===== src/rtl/phy_tx_sequencer_if.sv =====
// Handshake bundle between frame source, TX sequencer and BMC encoder; sequencer uses slave.
// Registered symbol outputs; tx_byte_ready/tx_byte_valid and data_done pace the transfer.
interface phy_tx_sequencer_if;
    logic       tx_start;
    logic [1:0] tx_sop_type;
    logic [7:0] tx_byte;
    logic       tx_byte_valid;
    logic       tx_byte_last;
    logic       tx_byte_ready;
    logic       tx_busy;
    logic       tx_done;
    logic       tx_underrun;
    logic [4:0] phy_bmc_encoder_data;
    logic       phy_bmc_encoder_data_en;
    logic       phy_bmc_encoder_data_preamble;
    logic       phy_bmc_encoder_data_done;
    logic       phy_bmc_encoder_hold_lowbmc_done;

    modport master (
        output tx_start, tx_sop_type, tx_byte, tx_byte_valid, tx_byte_last,
        output phy_bmc_encoder_data_done, phy_bmc_encoder_hold_lowbmc_done,
        input  tx_byte_ready, tx_busy, tx_done, tx_underrun,
        input  phy_bmc_encoder_data, phy_bmc_encoder_data_en, phy_bmc_encoder_data_preamble
    );

    modport slave (
        input  tx_start, tx_sop_type, tx_byte, tx_byte_valid, tx_byte_last,
        input  phy_bmc_encoder_data_done, phy_bmc_encoder_hold_lowbmc_done,
        output tx_byte_ready, tx_busy, tx_done, tx_underrun,
        output phy_bmc_encoder_data, phy_bmc_encoder_data_en, phy_bmc_encoder_data_preamble
    );
endinterface


===== src/rtl/phy_tx_sequencer.sv =====
// USB-PD TX framer: preamble, ordered set, 4b5b payload, CRC-32, EOP; next symbol registered on data_done.
// Backpressure: 1-byte holding register drives tx_byte_ready; an empty register when a low nibble is due aborts.
module phy_tx_sequencer (
    input  logic              clk,
    input  logic              rst_n,
    phy_tx_sequencer_if.slave bus
);
    typedef enum logic [2:0] {
        ST_IDLE, ST_PRE, ST_SOP, ST_DATA, ST_CRC, ST_EOP, ST_HOLD
    } state_t;

    // Codes are stored with the first-sent bit in bit0.
    localparam logic [4:0]  K_SYNC1  = 5'b00011;
    localparam logic [4:0]  K_SYNC2  = 5'b10001;
    localparam logic [4:0]  K_SYNC3  = 5'b01100;
    localparam logic [4:0]  K_RST1   = 5'b11100;
    localparam logic [4:0]  K_RST2   = 5'b10011;
    localparam logic [4:0]  K_EOP    = 5'b10110;
    localparam logic [31:0] CRC_POLY = 32'hEDB88320;
    localparam logic [31:0] CRC_INIT = 32'hFFFFFFFF;

    function automatic logic [4:0] nib_sym(input logic [3:0] n);
        logic [4:0] s;
        case (n)
            4'h0: s = 5'b01111;  4'h1: s = 5'b10010;
            4'h2: s = 5'b00101;  4'h3: s = 5'b10101;
            4'h4: s = 5'b01010;  4'h5: s = 5'b11010;
            4'h6: s = 5'b01110;  4'h7: s = 5'b11110;
            4'h8: s = 5'b01001;  4'h9: s = 5'b11001;
            4'hA: s = 5'b01101;  4'hB: s = 5'b11101;
            4'hC: s = 5'b01011;  4'hD: s = 5'b11011;
            4'hE: s = 5'b00111;  default: s = 5'b10111;
        endcase
        return s;
    endfunction

    function automatic logic [4:0] os_sym(input logic [1:0] t, input logic [1:0] idx);
        logic [4:0] s;
        case (t)
            2'd0:    s = (idx == 2'd3) ? K_SYNC2 : K_SYNC1;
            2'd1:    s = (idx[1])      ? K_SYNC3 : K_SYNC1;
            2'd2:    s = (idx[0])      ? K_SYNC3 : K_SYNC1;
            default: s = (idx == 2'd3) ? K_RST2  : K_RST1;
        endcase
        return s;
    endfunction

    function automatic logic [31:0] crc_byte(input logic [31:0] c, input logic [7:0] d);
        logic [31:0] r;
        r = c;
        for (int i = 0; i < 8; i++) begin
            r = (r >> 1) ^ (((r[0] ^ d[i]) == 1'b1) ? CRC_POLY : 32'h0);
        end
        return r;
    endfunction

    state_t      state_q, state_d;
    logic [1:0]  type_q, type_d;
    logic [1:0]  os_idx_q, os_idx_d;
    logic [2:0]  crc_idx_q, crc_idx_d;
    logic [31:0] crc_q, crc_d;
    logic        hold_vld_q, hold_vld_d;
    logic [7:0]  hold_dat_q, hold_dat_d;
    logic        hold_last_q, hold_last_d;
    logic        last_acc_q, last_acc_d;
    logic [3:0]  cur_hi_q, cur_hi_d;
    logic        cur_last_q, cur_last_d;
    logic        nib_hi_q, nib_hi_d;
    logic [4:0]  sym_q, sym_d;
    logic        en_q, en_d;
    logic        pre_q, pre_d;
    logic        busy_q, busy_d;
    logic        done_q, done_d;
    logic        underrun_q, underrun_d;

    logic        byte_rdy;
    logic        byte_acc;
    logic        sym_done;
    logic        low_due;
    logic [31:0] crc_fin;
    logic [31:0] crc_sh;
    logic [2:0]  crc_idx_nxt;

    assign byte_rdy    = !hold_vld_q && !last_acc_q && (type_q != 2'd3) &&
                         ((state_q == ST_PRE) || (state_q == ST_SOP) || (state_q == ST_DATA));
    assign byte_acc    = bus.tx_byte_valid && byte_rdy;
    assign sym_done    = bus.phy_bmc_encoder_data_done;
    assign crc_fin     = ~crc_q;
    assign crc_idx_nxt = crc_idx_q + 3'd1;
    assign crc_sh      = crc_fin >> {crc_idx_nxt, 2'b00};

    always_comb begin
        state_d     = state_q;
        type_d      = type_q;
        os_idx_d    = os_idx_q;
        crc_idx_d   = crc_idx_q;
        crc_d       = crc_q;
        hold_vld_d  = hold_vld_q;
        hold_dat_d  = hold_dat_q;
        hold_last_d = hold_last_q;
        last_acc_d  = last_acc_q;
        cur_hi_d    = cur_hi_q;
        cur_last_d  = cur_last_q;
        nib_hi_d    = nib_hi_q;
        sym_d       = sym_q;
        en_d        = en_q;
        pre_d       = pre_q;
        busy_d      = busy_q;
        done_d      = 1'b0;
        underrun_d  = 1'b0;
        low_due     = 1'b0;

        // Capture and drain never coincide: capture needs the register empty, drain needs it full.
        if (byte_acc) begin
            hold_vld_d  = 1'b1;
            hold_dat_d  = bus.tx_byte;
            hold_last_d = bus.tx_byte_last;
            last_acc_d  = last_acc_q | bus.tx_byte_last;
            crc_d       = crc_byte(crc_q, bus.tx_byte);
        end

        case (state_q)
            ST_IDLE: begin
                if (bus.tx_start) begin
                    type_d     = bus.tx_sop_type;
                    sym_d      = 5'd0;
                    pre_d      = 1'b1;
                    en_d       = 1'b1;
                    busy_d     = 1'b1;
                    crc_d      = CRC_INIT;
                    hold_vld_d = 1'b0;
                    last_acc_d = 1'b0;
                    cur_last_d = 1'b0;
                    nib_hi_d   = 1'b0;
                    os_idx_d   = 2'd0;
                    state_d    = ST_PRE;
                end
            end
            ST_PRE: begin
                if (sym_done) begin
                    pre_d    = 1'b0;
                    sym_d    = os_sym(type_q, 2'd0);
                    os_idx_d = 2'd0;
                    state_d  = ST_SOP;
                end
            end
            ST_SOP: begin
                if (sym_done) begin
                    if (os_idx_q != 2'd3) begin
                        os_idx_d = os_idx_q + 2'd1;
                        sym_d    = os_sym(type_q, os_idx_q + 2'd1);
                    end else if (type_q == 2'd3) begin
                        en_d    = 1'b0;
                        state_d = ST_HOLD;
                    end else begin
                        low_due = 1'b1;
                    end
                end
            end
            ST_DATA: begin
                if (sym_done) begin
                    if (!nib_hi_q) begin
                        sym_d    = nib_sym(cur_hi_q);
                        nib_hi_d = 1'b1;
                    end else if (cur_last_q) begin
                        sym_d     = nib_sym(crc_fin[3:0]);
                        crc_idx_d = 3'd0;
                        state_d   = ST_CRC;
                    end else begin
                        low_due = 1'b1;
                    end
                end
            end
            ST_CRC: begin
                if (sym_done) begin
                    if (crc_idx_q == 3'd7) begin
                        sym_d   = K_EOP;
                        state_d = ST_EOP;
                    end else begin
                        crc_idx_d = crc_idx_nxt;
                        sym_d     = nib_sym(crc_sh[3:0]);
                    end
                end
            end
            ST_EOP: begin
                if (sym_done) begin
                    en_d    = 1'b0;
                    state_d = ST_HOLD;
                end
            end
            ST_HOLD: begin
                if (bus.phy_bmc_encoder_hold_lowbmc_done) begin
                    done_d  = 1'b1;
                    busy_d  = 1'b0;
                    state_d = ST_IDLE;
                end
            end
            default: state_d = ST_IDLE;
        endcase

        // A low nibble is due: the next byte must already sit in the holding register.
        if (low_due) begin
            if (hold_vld_q) begin
                sym_d      = nib_sym(hold_dat_q[3:0]);
                cur_hi_d   = hold_dat_q[7:4];
                cur_last_d = hold_last_q;
                hold_vld_d = 1'b0;
                nib_hi_d   = 1'b0;
                state_d    = ST_DATA;
            end else begin
                en_d       = 1'b0;
                underrun_d = 1'b1;
                state_d    = ST_HOLD;
            end
        end
    end

    always_ff @(posedge clk or negedge rst_n) begin
        if (!rst_n) begin
            state_q     <= ST_IDLE;
            type_q      <= 2'd0;
            os_idx_q    <= 2'd0;
            crc_idx_q   <= 3'd0;
            crc_q       <= CRC_INIT;
            hold_vld_q  <= 1'b0;
            hold_dat_q  <= 8'd0;
            hold_last_q <= 1'b0;
            last_acc_q  <= 1'b0;
            cur_hi_q    <= 4'd0;
            cur_last_q  <= 1'b0;
            nib_hi_q    <= 1'b0;
            sym_q       <= 5'd0;
            en_q        <= 1'b0;
            pre_q       <= 1'b0;
            busy_q      <= 1'b0;
            done_q      <= 1'b0;
            underrun_q  <= 1'b0;
        end else begin
            state_q     <= state_d;
            type_q      <= type_d;
            os_idx_q    <= os_idx_d;
            crc_idx_q   <= crc_idx_d;
            crc_q       <= crc_d;
            hold_vld_q  <= hold_vld_d;
            hold_dat_q  <= hold_dat_d;
            hold_last_q <= hold_last_d;
            last_acc_q  <= last_acc_d;
            cur_hi_q    <= cur_hi_d;
            cur_last_q  <= cur_last_d;
            nib_hi_q    <= nib_hi_d;
            sym_q       <= sym_d;
            en_q        <= en_d;
            pre_q       <= pre_d;
            busy_q      <= busy_d;
            done_q      <= done_d;
            underrun_q  <= underrun_d;
        end
    end

    assign bus.tx_byte_ready                 = byte_rdy;
    assign bus.tx_busy                       = busy_q;
    assign bus.tx_done                       = done_q;
    assign bus.tx_underrun                   = underrun_q;
    assign bus.phy_bmc_encoder_data          = sym_q;
    assign bus.phy_bmc_encoder_data_en       = en_q;
    assign bus.phy_bmc_encoder_data_preamble = pre_q;

endmodule


===== src/flat_wrapper.sv =====
// flat-port wrapper written by rule: the top's interface ports become plain ports
module phy_tx_sequencer_flat 
  (clk, rst_n, bus_tx_start, bus_tx_sop_type, bus_tx_byte, bus_tx_byte_valid, bus_tx_byte_last, bus_phy_bmc_encoder_data_done, bus_phy_bmc_encoder_hold_lowbmc_done, bus_tx_byte_ready, bus_tx_busy, bus_tx_done, bus_tx_underrun, bus_phy_bmc_encoder_data, bus_phy_bmc_encoder_data_en, bus_phy_bmc_encoder_data_preamble);
  phy_tx_sequencer_if bus_i ();
  input  logic clk;
  input  logic rst_n;
  input wire logic [$bits(bus_i.tx_start)-1:0] bus_tx_start;
  input wire logic [$bits(bus_i.tx_sop_type)-1:0] bus_tx_sop_type;
  input wire logic [$bits(bus_i.tx_byte)-1:0] bus_tx_byte;
  input wire logic [$bits(bus_i.tx_byte_valid)-1:0] bus_tx_byte_valid;
  input wire logic [$bits(bus_i.tx_byte_last)-1:0] bus_tx_byte_last;
  input wire logic [$bits(bus_i.phy_bmc_encoder_data_done)-1:0] bus_phy_bmc_encoder_data_done;
  input wire logic [$bits(bus_i.phy_bmc_encoder_hold_lowbmc_done)-1:0] bus_phy_bmc_encoder_hold_lowbmc_done;
  output wire logic [$bits(bus_i.tx_byte_ready)-1:0] bus_tx_byte_ready;
  output wire logic [$bits(bus_i.tx_busy)-1:0] bus_tx_busy;
  output wire logic [$bits(bus_i.tx_done)-1:0] bus_tx_done;
  output wire logic [$bits(bus_i.tx_underrun)-1:0] bus_tx_underrun;
  output wire logic [$bits(bus_i.phy_bmc_encoder_data)-1:0] bus_phy_bmc_encoder_data;
  output wire logic [$bits(bus_i.phy_bmc_encoder_data_en)-1:0] bus_phy_bmc_encoder_data_en;
  output wire logic [$bits(bus_i.phy_bmc_encoder_data_preamble)-1:0] bus_phy_bmc_encoder_data_preamble;
  assign bus_i.tx_start = bus_tx_start;
  assign bus_i.tx_sop_type = bus_tx_sop_type;
  assign bus_i.tx_byte = bus_tx_byte;
  assign bus_i.tx_byte_valid = bus_tx_byte_valid;
  assign bus_i.tx_byte_last = bus_tx_byte_last;
  assign bus_i.phy_bmc_encoder_data_done = bus_phy_bmc_encoder_data_done;
  assign bus_i.phy_bmc_encoder_hold_lowbmc_done = bus_phy_bmc_encoder_hold_lowbmc_done;
  assign bus_tx_byte_ready = bus_i.tx_byte_ready;
  assign bus_tx_busy = bus_i.tx_busy;
  assign bus_tx_done = bus_i.tx_done;
  assign bus_tx_underrun = bus_i.tx_underrun;
  assign bus_phy_bmc_encoder_data = bus_i.phy_bmc_encoder_data;
  assign bus_phy_bmc_encoder_data_en = bus_i.phy_bmc_encoder_data_en;
  assign bus_phy_bmc_encoder_data_preamble = bus_i.phy_bmc_encoder_data_preamble;
  phy_tx_sequencer u_core (.clk(clk), .rst_n(rst_n), .bus(bus_i));
endmodule

===== config.mk =====
export PLATFORM = sky130hd
export DESIGN_NAME = phy_tx_sequencer_flat
export DESIGN_NICKNAME = d
export VERILOG_FILES = /design/src/rtl/phy_tx_sequencer_if.sv /design/src/rtl/phy_tx_sequencer.sv /design/src/flat_wrapper.sv
export SDC_FILE = /design/constraint.sdc
export NUM_CORES = 1
export LEC_CHECK = 0
export ABC_AREA = 1
export BUFFER_PORTS_ARGS = -buffer_cell sky130_fd_sc_hd__buf_2
export CAP_MARGIN = 20
export CORE_MARGIN = 8
export CORE_UTILIZATION = 62
export CTS_CLUSTER_DIAMETER = 120
export DETAILED_ROUTE_END_ITERATION = 12
export GPL_ROUTABILITY_DRIVEN = 0
export MAX_ROUTING_LAYER = met4
export PLACE_DENSITY = 0.81
export SLEW_MARGIN = 20
export SYNTH_ARGS = -nofsm -noshare
export SYNTH_HDL_FRONTEND = slang
export SYNTH_SLANG_ARGS = --single-unit

===== constraint.sdc =====
create_clock -name clk -period 2.2 [get_ports clk]
set_input_delay 0.22 -clock clk [delete_from_list [all_inputs] [get_ports clk]]
set_output_delay 0.22 -clock clk [all_outputs]
set_load 0.05 [all_outputs]

# Word-level counts from Yosys, hierarchy flattened
# Memory sizes are Yosys's and may differ from the RTL's.
# Index checks and enable logic that the tools add are counted.
# W data, S select, Z words.
# op_classes
n_addsub	2
multipliers	0
n_div	0
order_cmp	0
eq_ne	35
n_shift	1
muxes	96
bitwise_logic	18
n_reduce_logical	22
# ops
operator	count
$mux W32	11
$xor A31 B32 Y32	8
$mux W5	13
$mux W3	19
$mux W1	36
$not A32 Y32	1
$shr A32 B5 Y4	1
$ne A3 B2 Y1 const B	9
$pmux W5 S5	1
$pmux W3 S7	1
$ne A2 B2 Y1 const B	10
$pmux W5 S3	1
$eq A3 B3 Y1 const B	4
$mux W4	3
$reduce_and A12 Y1	1
$ne A3 B1 Y1 const B	3
$mux W2	4
$pmux W1 S2	4
$xor A1 B1 Y1	8
$eq A2 B2 Y1 const B	3
$eq A3 B2 Y1 const B	2
$pmux W2 S3	1
$pmux W3 S2	1
$reduce_and A3 Y1	2
18 further kinds	27
# totals
register_bits	69
latchBits	0
mem_bits_rw	0
mem_bits_ro	320
input_bits	17
output_inout_bits	11
word_cells	196
mem_count	4
# memory_table
name	depth	word_bits	rd	rd_ports_with_merged_regs	write_ports	line_no	source
(name not given)	16	5	1	0	0	phy_tx_sequencer.sv:24	case (n)
(name not given)	16	5	1	0	0	phy_tx_sequencer.sv:24	
(name not given)	16	5	1	0	0	phy_tx_sequencer.sv:24	
(name not given)	16	5	1	0	0	phy_tx_sequencer.sv:24	

# Depth between registers and ports, before layout
# Gate-level depths: netlist (run 1).
# depth
word_depth	27
depth_mapped	16
mapped_depth_nobuf	15

# Least setup slack after synthesis (run 1)
# OpenSTA, ideal clock, no wires.
# synth_path
path_kind	register -> register
from	reg u_core.state_q[0]
to	reg u_core.crc_q[21]
setup_time_ns	0.085
arrival_ns	1.945
t_required_ns	2.115
setup_slack_ns	0.170
path_stages_with_launch	10
n_path_buf	1
path_cell_list	dfrtp_1 -> inv_2 -> nand2_2 -> nand2_2 -> nor4_4 -> nand2_2 -> inv_2 -> buf_4 -> nand2_1 -> o221ai_1
# synth_between
elab_chain_cells	8
# synth_rtl
element	line_no	source
start: declaration	phy_tx_sequencer.sv:57	state_t state_q, state_d;
start signal: assignment	phy_tx_sequencer.sv:239	state_q <= state_d;
$eq A3 B1 Y1 / $eq A3 B2 Y1 (equally long branches)	phy_tx_sequencer.sv:85	((state_q == ST_PRE) || (state_q == ST_SOP) || (state_q == ST_DATA));
$logic_or A1 B1 Y1	phy_tx_sequencer.sv:85	
$logic_or A1 B1 Y1 *	phy_tx_sequencer.sv:85	
$logic_and A1 B1 Y1 *	phy_tx_sequencer.sv:84	assign byte_rdy = !hold_vld_q && !last_acc_q && (type_q != 2'd3) &&
named net bus_tx_byte_ready	flat_wrapper.sv:14	output wire logic [$bits(bus_i.tx_byte_ready)-1:0] bus_tx_byte_ready;
$logic_and A1 B1 Y1 *	phy_tx_sequencer.sv:86	assign byte_acc = bus.tx_byte_valid && byte_rdy;
$mux W32 *	phy_tx_sequencer.sv:114	if (byte_acc) begin
$mux W32	phy_tx_sequencer.sv:124	if (bus.tx_start) begin
$mux W32 *	phy_tx_sequencer.sv:122	case (state_q)
named net u_core.crc_d[21]	phy_tx_sequencer.sv:61	logic [31:0] crc_q, crc_d;
end signal: assignment	phy_tx_sequencer.sv:243	crc_q <= crc_d;
end: declaration	phy_tx_sequencer.sv:61	
# Mark *: on every way through the listed nets, which the timed path passes. The rest lies on a longest branch.
# A chain may end at the register's enable or synchronous reset.

# Final worst setup path (run 1)
# layout_path
from	reg u_core.crc_q[1]
to	reg u_core.crc_q[29]
# layout_between
elab_chain_cells	15
# layout_rtl
element	line_no	source
$xor A31 B32 Y32 *	phy_tx_sequencer.sv:52	r = (r >> 1) ^ (((r[0] ^ d[i]) == 1'b1) ? CRC_POLY : 32'h0);
$xor A1 B1 Y1 *	phy_tx_sequencer.sv:52	
$mux W32 *	phy_tx_sequencer.sv:52	
$xor A31 B32 Y32 * (6 in series)	phy_tx_sequencer.sv:52	
$xor A1 B1 Y1 *	phy_tx_sequencer.sv:52	
$mux W32 *	phy_tx_sequencer.sv:52	
$xor A31 B32 Y32 *	phy_tx_sequencer.sv:52	
$mux W32 *	phy_tx_sequencer.sv:114	
$mux W32	phy_tx_sequencer.sv:124	
$mux W32 *	phy_tx_sequencer.sv:122	
named net u_core.crc_d[29]	phy_tx_sequencer.sv:61	
# Marked as above.

==> results.txt, run 1 <==
The flow ran to the end, and the final reports show no timing, DRC or antenna violations. For the static power due to leakage, the log shows 2.68 nW. The standard cell core area is 7690 sq um, and the number of filler cells placed in the layout is 654. The tools report the via count of the first global-routing pass as 4,485. Capture point of the worst reg-to-reg path: u_core.crc_q[29]. The number of nets in the synthesized netlist is 688. The net count of the finished layout is 724. The total of buffers placed on input and output ports came out at 27.

The largest total area in the synthesized netlist belongs to dfrtp_1. After Yosys synthesis, full adders, half adders and majority gates account for 1.02% of the synthesized area. For this run, the detailed router's first-pass iteration total came to 6.

Between clock sinks in the finished design, the worst skew comes to 0.0104 ns. The run gives 70 as the largest net degree at the start of global routing. The synthesized netlist devotes 25.6% of its cell area to simple gates. The synthesized instance count was 667. Summing the sequential cell areas from Yosys gives 36.2% of the chip area. The tools report the overall track demand over capacity in global routing as 24.8%.

After synthesis, the most frequently instantiated cells are 177 x nand2_1, 77 x inv_1, 47 x nand3_1. The portion of synthesized area spent on multiplexers is 0.205%. The post-synthesis sequential element count came out at 69. Global routing consumed, on the met1 layer, 28.7% of the routing resources. Buffers inserted during clock tree synthesis total 9. The pre-CTS worst setup slack was 0.151 ns; the routed via count divided by cell count was 5.88. The tools report the worst setup slack after layout as 0.167 ns. The clock insertion delay at the later pin of the skew report is 0.35 ns, and the maximum fanout along the worst path is 9. In the final timing run, aggregate negative setup slack is 0 ns. Measured against its own limit, the worst slew margin works out to 74.3%. The final core utilization is 70.9%. In this run the vertical extent of the chip is 105 um. At the pin with the least slew margin, the transition time is 0.384 ns.

The worst voltage drop across the vdd grid came out at 0.000791 V. The endpoint kind of the worst setup timing path is a register. By area, the combinational part of the netlist is dominated by simple AND/OR/NAND/NOR gates. The run gives 0 as the number of antenna violations at the first check in global routing. In this run the register-to-register setup slack is 0.17 ns.

Die span in x: 105 um. CTS placed an instance of clkbuf_8 at the clock tree root. The fraction of synthesized cell area in xor and xnor cells came out at 11.5%. The run gives 11,000 sq um as the die area.

The most common cell in the synthesized netlist is nand2_1. Global routing consumed, on the met3 layer, 3.01% of the routing resources. The run gives 0 as the max-slew violation count.

The most used flip-flop cell after synthesis is dfrtp_1. STA puts the critical path data required time at 2.46 ns. The startpoint identified for the worst hold timing path is bus_tx_sop_type[0]. Category of the most critical setup path: reg -> reg. Counting I/O delays and the setup requirement, the final critical path takes 2.03 ns. Setup violations remaining at the end of the flow were counted as 0. After synthesis, the largest area contributor takes up 19.0% of total cell area. The category of the worst setup path launch point is a register. Detailed routing inserted a total of 4,766 vias.

Of the cells placed in the final design, the portion with a size suffix greater than 1 is 19.2%. The maximum level of the CTS H-tree is 3, and the residual antenna-violating net count after detailed routing is 0. The path with the worst hold slack has its endpoint at u_core.type_q[0]. Summed over all layers, the global routing overflow is 0.

The initial utilization of the core area, before any placement, comes to 63.6%. Source of the worst register-to-register timing path: u_core.crc_q[1]. Number of enable-type register cells in the synthesized netlist: 0. The netlist area before placement was 4890 sq um. The worst path uses 92.4% of the clock period. The first routing iteration left 391 violations. The critical path starts at u_core.crc_q[1]. The area growth from synthesis to layout was 11.6%. After synthesis, the share of flip-flops with an asynchronous set or reset is 100%.

The tools report the global-route wire length before repair as 21,700 um. TritonCTS built the clock tree. Dividing total power by cell area gives a power density of 1650 nW/um^2. HPWL after detailed placement: 9620 um. By area the synthesized netlist is led by dfrtp_1 19%, dfstp_2 17%, nand2_1 14%.

28 I/O pins were placed. The area occupied by registers is 1770 sq um. Setup repair after global routing left no endpoint under its margin. The initialized floorplan defines 32 standard-cell rows. The run gives 0 as the count of warnings emitted by yosys. For met2 alone, demand over resource in global routing was 40.9%.

Dividing the detail-routed wire length by the instance count gives 16.4 um. The run gives 2 as the maximum clock path buffer count. Most utilized layer in the global route result: met2. The count of antenna diodes in the layout was 0.

Summed over all layers, the routed wires come to 13,300 um. Clock-pin slew was measured on the worst setup and hold paths at 0.08 ns. The class of the tightest hold or removal check is in -> reg. Data on the critical path arrives at its endpoint at 2.30 ns. The reported max-cap violation count came out at 0. The hold-critical path depth is 3, and the fraction of the mapped netlist area in compound gates is 16.5%. Summing all multi-input logic gate instances after layout gives 2690 sq um. The number of sinks handled by clock tree synthesis is 69, and the average instance area after synthesis is 7.33 sq um. After detailed routing, the number of remaining DRC violations is 0. The run gives 46 as the distinct cell type count after synthesis.

The depth of the worst register-to-register path is 8, and the maximum operating frequency is 492 MHz. The tools report the number of hold violations in the final report as 0.
routing by layer:
layer	vias to the layer above	part of all wire [%]
li1	2234	-
met1	2232	40
met2	237	48
met3	63	6.2
met4	0	5.3
met5	-	0
flip-flops by register name, indices dropped and copies added (netlist names), 2 cells and up:
register	flops
u_core.bus.phy_bmc_encoder_data	5
u_core.type_q	2
u_core.os_idx_q	2
u_core.crc_q	32
u_core.hold_dat_q	8
u_core.state_q	3
u_core.crc_idx_q	3
u_core.cur_hi_q	4
cells by family after synthesis:
family	Yosys count
AND/OR/NAND/NOR	288
AO/OA/AOI/OAI	142
buffers and inverters	112
flip-flops	69
XOR/XNOR	51
adder cells (fa/ha/maj)	4
multiplexers	1
worst max-delay path, stage by stage (launching register included):
cell	delay, ns
dfstp_2	0.60
inv_2	0.08
nand2_1	0.11
nand2_4	0.14
xnor2_2	0.30
xor2_1	0.15
nor2_1	0.33
nand2_1	0.13
o211ai_1	0.11
stage by stage:
stage / total power, W / hold slack (ns) / instances / instance area [sq um]
finish: 0.00900 / 0.0835 / 810 / 5450
detailed placement: 0.00762 / 0.274 / 789 / 5170
global route: 0.00970 / 0.114 / 810 / 5450
floorplan: 0.00638 / -0.0756 / 667 / 4890
CTS: 0.00884 / 0.0810 / 806 / 5410
global placement: 0.00742 / 0.272 / 789 / 5170
layout make-up:
| cell class | count | area share, % |
|---|---|---|
| sequential | 69 | 32.4 |
| clock buffer | 10 | 2.52 |
| inverter | 93 | 6.54 |
| multi-input combinational | 486 | 49.3 |
| timing repair inverter | 1 | 0.0918 |
| timing repair buffer | 43 | 5.21 |
| tap | 102 | 2.34 |
| clock inverter | 6 | 1.58 |
timing repair:
| action | in CTS | in global routing |
|---|---|---|
| endpoints found under the hold margin | 37 | 0 |
| hold buffers | 1 | 0 |
| gates resized for setup | 0 | 8 |
| setup buffers | 0 | 3 |
| endpoints found under the setup margin | 0 | 5 |
where the power goes:
group          switching [W]  internal, W
Combinational        0.00349      0.00185
Sequential          0.000510      0.00198
Clock               0.000511     0.000667
layout by cell type (no fill, tap or decap), types with 2 or more instances in the layout:
| cell | count |
|---|---|
| a21oi_1 | 46 |
| a31oi_1 | 2 |
| buf_12 | 2 |
| buf_2 | 28 |
| buf_4 | 11 |
| bufinv_16 | 2 |
| clkbuf_8 | 10 |
| clkinv_2 | 2 |
| clkinvlp_4 | 3 |
| dfrtp_1 | 37 |
| dfstp_2 | 32 |
| ha_1 | 3 |
| inv_1 | 75 |
| inv_2 | 15 |
| nand2_1 | 177 |
| nand2_2 | 5 |
| nand2_4 | 3 |
| nand3_1 | 46 |
| nand3_2 | 2 |
| nand4_1 | 3 |
| nor2_1 | 34 |
| nor2_2 | 2 |
| nor2_4 | 2 |
| nor3_1 | 6 |
| o211ai_1 | 17 |
| o21ai_0 | 44 |
| o21ai_1 | 16 |
| o221ai_1 | 5 |
| o22ai_1 | 6 |
| or2_2 | 3 |
| xnor2_1 | 7 |
| xnor2_4 | 2 |
| xor2_1 | 36 |
| xor2_2 | 2 |
| xor2_4 | 3 |
how the worst max path moves through the flow:
| stage | end | slack, ns | depth (start not counted) |
|---|---|---|---|
| 2_1_floorplan | u_core.crc_q[21] | 0.17 | 9 |
| 3_3_place_gp | u_core.bus.phy_bmc_encoder_data[0] | 0.27 | 11 |
| 3_5_place_dp | u_core.bus.phy_bmc_encoder_data[0] | 0.15 | 14 |
| 4_1_cts | u_core.bus.phy_bmc_encoder_data[0] | 0.13 | 14 |
| 5_1_grt | u_core.bus.phy_bmc_encoder_data[3] | 0.02 | 15 |
| 6_report | u_core.crc_q[29] | 0.17 | 8 |
(Power assumes the default switching activity.)
==> run 2: changes to the inputs <==
--- a/config.mk
+++ b/config.mk
@@ -15,6 +15,7 @@
 export GPL_ROUTABILITY_DRIVEN = 0
 export MAX_ROUTING_LAYER = met4
 export PLACE_DENSITY = 0.81
+export RECOVER_POWER = 100
 export SLEW_MARGIN = 20
 export SYNTH_ARGS = -nofsm -noshare
 export SYNTH_HDL_FRONTEND = slang
==> results.txt, run 2 (synthesis results as in run 1) <==
The flow ran to the end, but the final reports show violations. The checks that failed: max-capacitance violations, max-slew violations. The maximum fanout along the worst path was 13 (+4). The tools report the via count of the first global-routing pass as 4,485 (unchanged).

The depth of the worst register-to-register path is 11 (+3), and the multi-input gate area in the final layout is 2690 sq um (-0.19%). The worst setup path is launched from a register. The minimum clock period is 2.04 ns (+0.00337 ns). The maximum clock path buffer count is 2 (unchanged), and the number of hold violations in the final report is 0 (unchanged). The tools report the static power due to leakage as 2.64 nW (-1.3%).

The cell sitting at the root of the clock tree is a clkbuf_8. The largest net degree at the start of global routing is 70 (unchanged), and the clock insertion delay at the later pin of the skew report is 0.35 ns (about the same). The final design instance area without fill is 5420 sq um (-0.64%), and the HPWL after detailed placement is 9620 um (unchanged).

Total of buffers placed on input and output ports: 27 (unchanged). The capture point of the worst reg-to-reg path was u_core.bus.phy_bmc_encoder_data[0]. For the data arrival time of the worst path, the log shows 2.28 ns (-0.02 ns). The normalized max-slew margin is -3.57% (-78 points), and the number of clock buffers inserted by TritonCTS is 9 (unchanged). The startpoint identified for the worst register-to-register timing path is u_core.state_q[2]. The final routed wire length divided by cell count works out to 16.4 um (+0.14%). The net count of the finished layout was 724 (unchanged). The slew at the pin with the worst max-slew slack was 1.55 ns (+1.17 ns). The floorplan row count was 32 (unchanged). The run gives 0 (unchanged) as the residual antenna-violating net count after detailed routing. The logs give 28 (unchanged) for the number of top-level design ports and 0 (unchanged) for the number of antenna violations at the first check in global routing. The tools report the aggregate global routing overflow as 0 (unchanged). TritonCTS built the clock tree. The logs give 13,300 um (+0.14%) for the wire length reported by the detailed router and 0 (unchanged) for the DRC violation count after routing. Setup repair after global routing left no endpoint under its margin. The fraction of layout instances using a drive strength above 1 was 16.9% (-2.3 points); the routed via count divided by cell count was 5.87 (-0.29%).

The flip-flop count of the largest register, all copies and words added came out at 32 (unchanged). The tools report the number of detailed-route iterations in the first pass as 6 (unchanged). The logs give 662 (+1.2%) for the number of filler cells placed in the layout and 21,700 um (unchanged) for the global-route wire length before repair. The run gives 70 (+70) as the max-slew violation count. The worst endpoint required time is 2.45 ns (about the same). The path class of the tightest hold or removal check is in -> reg. The endpoint kind of the worst setup timing path is a register. The tools report the initial core utilization as 63.6% (unchanged). Maximum operating frequency: 491 MHz (-0.17%).

The die area was 11,000 sq um (unchanged); the final clock period utilization by the worst path was 92.6% (+0.15 points). The tools report the reported max-cap violation count as 1 (+1). The worst hold path begins at bus_tx_sop_type[0]. For the worst voltage drop across the vdd grid, the log shows 0.000797 V (+0.70%). The area growth from synthesis to layout was 10.9%. The register-to-register setup slack is 0.16 ns (about the same). u_core.crc_q holds more flip-flops than any other register. The area occupied by registers is 1770 sq um (unchanged).

The height of the die was 105 um (unchanged); the total via count in the routed design was 4,752 (-0.29%). Most frequent standard cell in the layout excluding fill and tap cells: nand2_1. The power density normalized to cell area is 1650 nW/um^2 (about the same). For hold timing, the worst endpoint is u_core.type_q[0].

The clock-pin slew on the worst setup and hold paths was 0.08 ns (about the same); the number of sinks handled by clock tree synthesis was 69 (unchanged). By startpoint and endpoint, the worst setup path is classified as reg -> reg. For the final setup TNS, the log shows 0 ns (unchanged).

The run gives 24.8% (unchanged) as the overall track demand over capacity in global routing. The count of antenna diodes in the layout was 0 (unchanged). The final setup violation count is 0 (unchanged). The hold-critical path depth was 3 (unchanged). The maximum level of the CTS H-tree was 3 (unchanged); the count of routing violations after the opening detailed-route iteration was 345 (-12%). In the layout the commonest cells are 178 x nand2_1, 78 x inv_1, 53 x o21ai_0, 46 x a21oi_1, 46 x nand3_1. The die span in x is 105 um (unchanged).

The largest clock skew in the final design is 0.0101 ns (-0.000342 ns), and the standard cell core area is 7690 sq um (unchanged). The tools report the placed instance area as 5170 sq um (unchanged).
run 2: cell types whose count changed in the layout (fill, tap and decap cells not counted), moves of 2 or more:
cell / change
clkbuf_2: +2
o21ai_1: -9
o21ai_0: +9
buf_2: -10
inv_1: +3
clkbuf_1: +10
inv_2: -3
run 2: how the worst max path moves through the flow:
| stage | from | end | slack (ns) | cells after the start |
|---|---|---|---|---|
| after global routing | u_core.crc_idx_q[0] | u_core.bus.phy_bmc_encoder_data[3] | 0.02 | 15 |
| final | u_core.state_q[2] | u_core.bus.phy_bmc_encoder_data[0] | 0.16 | 11 |
| after detailed placement | u_core.crc_idx_q[0] | u_core.bus.phy_bmc_encoder_data[0] | 0.15 | 14 |
| after floorplan | u_core.state_q[0] | u_core.crc_q[21] | 0.17 | 9 |
| after global placement | u_core.state_q[2] | u_core.bus.phy_bmc_encoder_data[0] | 0.27 | 11 |
| after CTS | u_core.crc_idx_q[0] | u_core.bus.phy_bmc_encoder_data[0] | 0.13 | 14 |
run 2: cell type report:
cell class	instances	share of cell area [%]
Multi-Input combinational cell	486	49.5
Sequential cell	69	32.6
Inverter	93	6.58
Timing Repair Buffer	43	4.69
Clock buffer	10	2.54
Tap cell	102	2.36
Clock inverter	6	1.59
Timing Repair inverter	1	0.0924
run 2: critical path: stages (launching register included):
cell and delay, ns:
dfrtp_1 0.44, inv_2 0.14, nand3_2 0.17, o21ai_1 0.30, nand3_2 0.18, nor2_4 0.15, buf_4 0.21, nand3_1 0.11
o31ai_2 0.08, inv_2 0.06, nand2_1 0.06, inv_1 0.04
run 2: layer usage:
layer | wire length, um | global-route usage [%]
met1 | 5390 | 28.7
met2 | 6400 | 40.9
met3 | 803 | 3.01
met4 | 673 | 14.0
met5 | 0 | -
run 2: power breakdown:
part | internal (W) | switching, W
registers | 0.00197 | 0.000513
logic | 0.00181 | 0.00347
clock network | 0.000667 | 0.000510
total | 0.00445 | 0.00449
run 2: through the flow:
step / utilization, % / instances / total power [W] / setup WS [ns] / hold slack [ns]
after floorplan: - / 667 / 0.00638 / 0.170 / -0.0756
after detailed placement: 67.3 / 789 / 0.00762 / 0.151 / 0.274
after global routing: 70.5 / 810 / 0.00964 / 0.0210 / 0.114
after CTS: 70.3 / 806 / 0.00884 / 0.134 / 0.0810
after global placement: 67.3 / 789 / 0.00742 / 0.265 / 0.272
final: 70.5 / 810 / 0.00894 / 0.163 / 0.0818
run 2: what timing repair did:
| item | CTS | global route |
|---|---|---|
| hold endpoints to repair | 37 | 0 |
| setup buffers | 0 | 3 |
| resized for setup | 0 | 8 |
| endpoints found under the setup margin | 0 | 5 |
| hold buffers | 1 | 0 |
==> run 3: changes to the inputs <==
--- a/config.mk
+++ b/config.mk
@@ -8,6 +8,7 @@
 export ABC_AREA = 1
 export BUFFER_PORTS_ARGS = -buffer_cell sky130_fd_sc_hd__buf_2
 export CAP_MARGIN = 20
+export CORE_ASPECT_RATIO = 1.75
 export CORE_MARGIN = 8
 export CORE_UTILIZATION = 62
 export CTS_CLUSTER_DIAMETER = 120
==> results.txt, run 3 (synthesis results as in run 1) <==
The run gives 7800 sq um (+1.5%) as the standard cell core area. The net switching component of the power is 0.00460 W (+2.4%), and the maximum clock path buffer count is 2 (unchanged). The slew at the pin with the worst max-slew slack is 1.56 ns (+0.00796 ns), and the height of the die is 133 um (+27%). The checks that failed: max-capacitance violations, max-slew violations. Number of detailed-route iterations in the first pass: 8 (+2). For the maximum level of the CTS H-tree, the log shows 3 (unchanged).

The count of routing violations after the opening detailed-route iteration was 366 (+6.1%). TritonCTS built the clock tree. The worst voltage drop across the vdd grid came out at 0.000896 V (+12%).

The initial core utilization was 62.6% (-0.93 points); the net count of the finished layout was 733 (+1.2%). The run finished, with violations left. For the part of the total power dissipated in sequential elements, the log shows 26.8% (-1.0 points). The clock-pin slew on the worst setup and hold paths was 0.06 ns (-0.02 ns). The tree is rooted in a clkbuf_16.

For the reported max-cap violation count, the log shows 1 (unchanged). The largest net degree at the start of global routing is 70 (unchanged). The power density normalized to cell area was 1690 nW/um^2 (+2.4%). The minimum clock period is 2.08 ns (+0.0384 ns). The share of total power in the clock network is 15.5% (+2.3 points). Number of hold violations in the final report: 0 (unchanged). The tools report the category of the worst setup path launch point as a register.

The clock insertion delay at the later pin of the skew report was 0.34 ns (about the same). Most frequent standard cell in the layout excluding fill and tap cells: nand2_1. The total of buffers placed on input and output ports works out to 27 (unchanged). Category of the most critical setup path: reg -> reg. The logs give 0.00933 W (+4.4%) for the power consumption and 482 MHz (-1.9%) for the maximum operating frequency. Final routed wire length divided by cell count: 17.5 um (+6.8%). The maximum fanout along the worst path was 13 (unchanged); the wire length reported by the detailed router was 14,100 um (+6.4%). The class of the tightest hold or removal check is in -> reg. Leaving out fill and tap cells, the most frequent cells in the layout are 178 x nand2_1, 80 x inv_1, 55 x o21ai_0, 46 x a21oi_1, 46 x nand3_1. The max-slew violation count was 70 (unchanged); the normalized max-slew margin was -4.10% (-0.53 points). For the final core utilization, the log shows 70.8% (+0.33 points). The aggregate global routing overflow was 0 (unchanged). The logs give 69 (unchanged) for the number of sinks handled by clock tree synthesis and 0 (unchanged) for the count of antenna diodes in the layout. HPWL after detailed placement: 10,300 um (+6.8%). Number of clock buffers inserted by TritonCTS: 9 (unchanged). Compared with the post-synthesis result, the final layout area differs by 13.1%.

Counting flops per register, the top entry is u_core.crc_q. The tools report the number of top-level design ports as 28 (unchanged). The run gives 0 ns (unchanged) as the final setup TNS. For the largest clock skew in the final design, the log shows 0.00748 ns (-0.00259 ns).

Overall track demand over capacity in global routing: 26.4% (+1.7 points). The tools report the global-route wire length before repair as 23,100 um (+6.4%). DRC violation count after routing: 0 (unchanged).

Setup repair after global routing left no endpoint under its margin. The worst hold slack came out at 0.0925 ns (+0.0107 ns). The endpoint kind of the worst setup timing path was a register. The die area was 11,100 sq um (+1.0%); the residual antenna-violating net count after detailed routing was 0 (unchanged). The tools report the static power due to leakage as 2.73 nW (+3.4%). The run gives 2.33 ns (+0.05 ns) as the data arrival time of the worst path. The floorplan row count was 43 (+34%). The final setup violation count came out at 0 (unchanged).

The logic gate share of total power was 57.7% (-1.3 points); the via count of the first global-routing pass was 4,871 (+8.6%). The cell internal power dissipation came out at 0.00474 W (+6.4%). The fraction of layout instances using a drive strength above 1 was 17.7% (+0.76 points); the flip-flop count of the largest register, all copies and words added was 32 (unchanged).

The number of filler cells placed in the layout was 626 (-5.4%); the number of antenna violations at the first check in global routing was 0 (unchanged). The switching power share of the total was 49.2% (-0.97 points); the final clock period utilization by the worst path was 94.3% (+1.7 points). The die span in x works out to 83.1 um (-21%). The total via count in the routed design is 4,753 (+0.021%), and the worst endpoint required time is 2.46 ns (about the same). The routed via count divided by cell count works out to 5.89 (+0.39%).
[run 3: cell types whose count changed in the layout (fill, tap and decap cells not counted), sizes merged]
cell	change
buf	+9
bufinv	-1
clkbuf	+2
clkinv	+1
clkinvlp	-3
inv	+1
[run 3: per-layer routing]
layer	up-vias	wire length, um	track usage [%]
met4	0	1020	22.6
met3	86	756	4.28
met2	222	7370	44.7
li1	2252	-	-
met1	2193	4980	25.7
met5	-	0	-
[run 3: worst max-delay path, cell delays in order (launching register included)]
cell and delay, ns:
dfrtp_1 0.44, inv_1 0.13, nand2_1 0.19, nand2_2 0.10, nor4_4 0.23, nand2_2 0.18, inv_2 0.21, buf_4 0.23
nand2_1 0.12, a21oi_1 0.15
[run 3: repair_timing]
item                                   in CTS  in global routing
endpoints found under the hold margin      37                  0
setup endpoints to repair                   0                  9
hold buffers                                1                  0
setup buffers                               0                  2
resized for setup                           0                  5
[run 3: worst paths after layout]
path / startpoint / endpoint / slack [ns] / depth (start not counted)
max in group asynchronous: rst_n / u_core.bus.tx_busy / 0.35 / 3
max reg2reg: u_core.state_q[0] / u_core.last_acc_q / 0.12 / 9
min in group asynchronous: rst_n / u_core.cur_hi_q[0] / 0.90 / 3
min reg2reg: u_core.hold_dat_q[4] / u_core.cur_hi_q[0] / 0.50 / 2
min: bus_tx_sop_type[1] / u_core.type_q[1] / 0.09 / 3
max: u_core.state_q[0] / u_core.last_acc_q / 0.12 / 9
[run 3: layout make-up]
class | instances | area, sq um | share of cell area (%)
Clock buffer | 11 | 243 | 4.39
Clock inverter | 5 | 50.0 | 0.906
Inverter | 93 | 353 | 6.39
Multi-Input combinational cell | 486 | 2690 | 48.7
Sequential cell | 69 | 1770 | 32.0
Tap cell | 90 | 113 | 2.04
Timing Repair Buffer | 53 | 309 | 5.59
[run 3: stage by stage]
stage               worst slack [ns]  std cells  area, sq um
floorplan                      0.170        667         4890
global placement               0.100        788         5230
detailed placement            0.0751        788         5230
CTS                           0.0592        805         5530
global route                  0.0105        807         5530
finish                         0.125        807         5530
[run 3: power groups by stage]
stage	Combinational (W)	Sequential (W)	Clock (W)
global route	0.00596	0.00255	0.00149
global placement	0.00517	0.00246	0
floorplan	0.00380	0.00258	0
CTS	0.00535	0.00248	0.00147
finish	0.00539	0.00250	0.00145
detailed placement	0.00530	0.00249	0
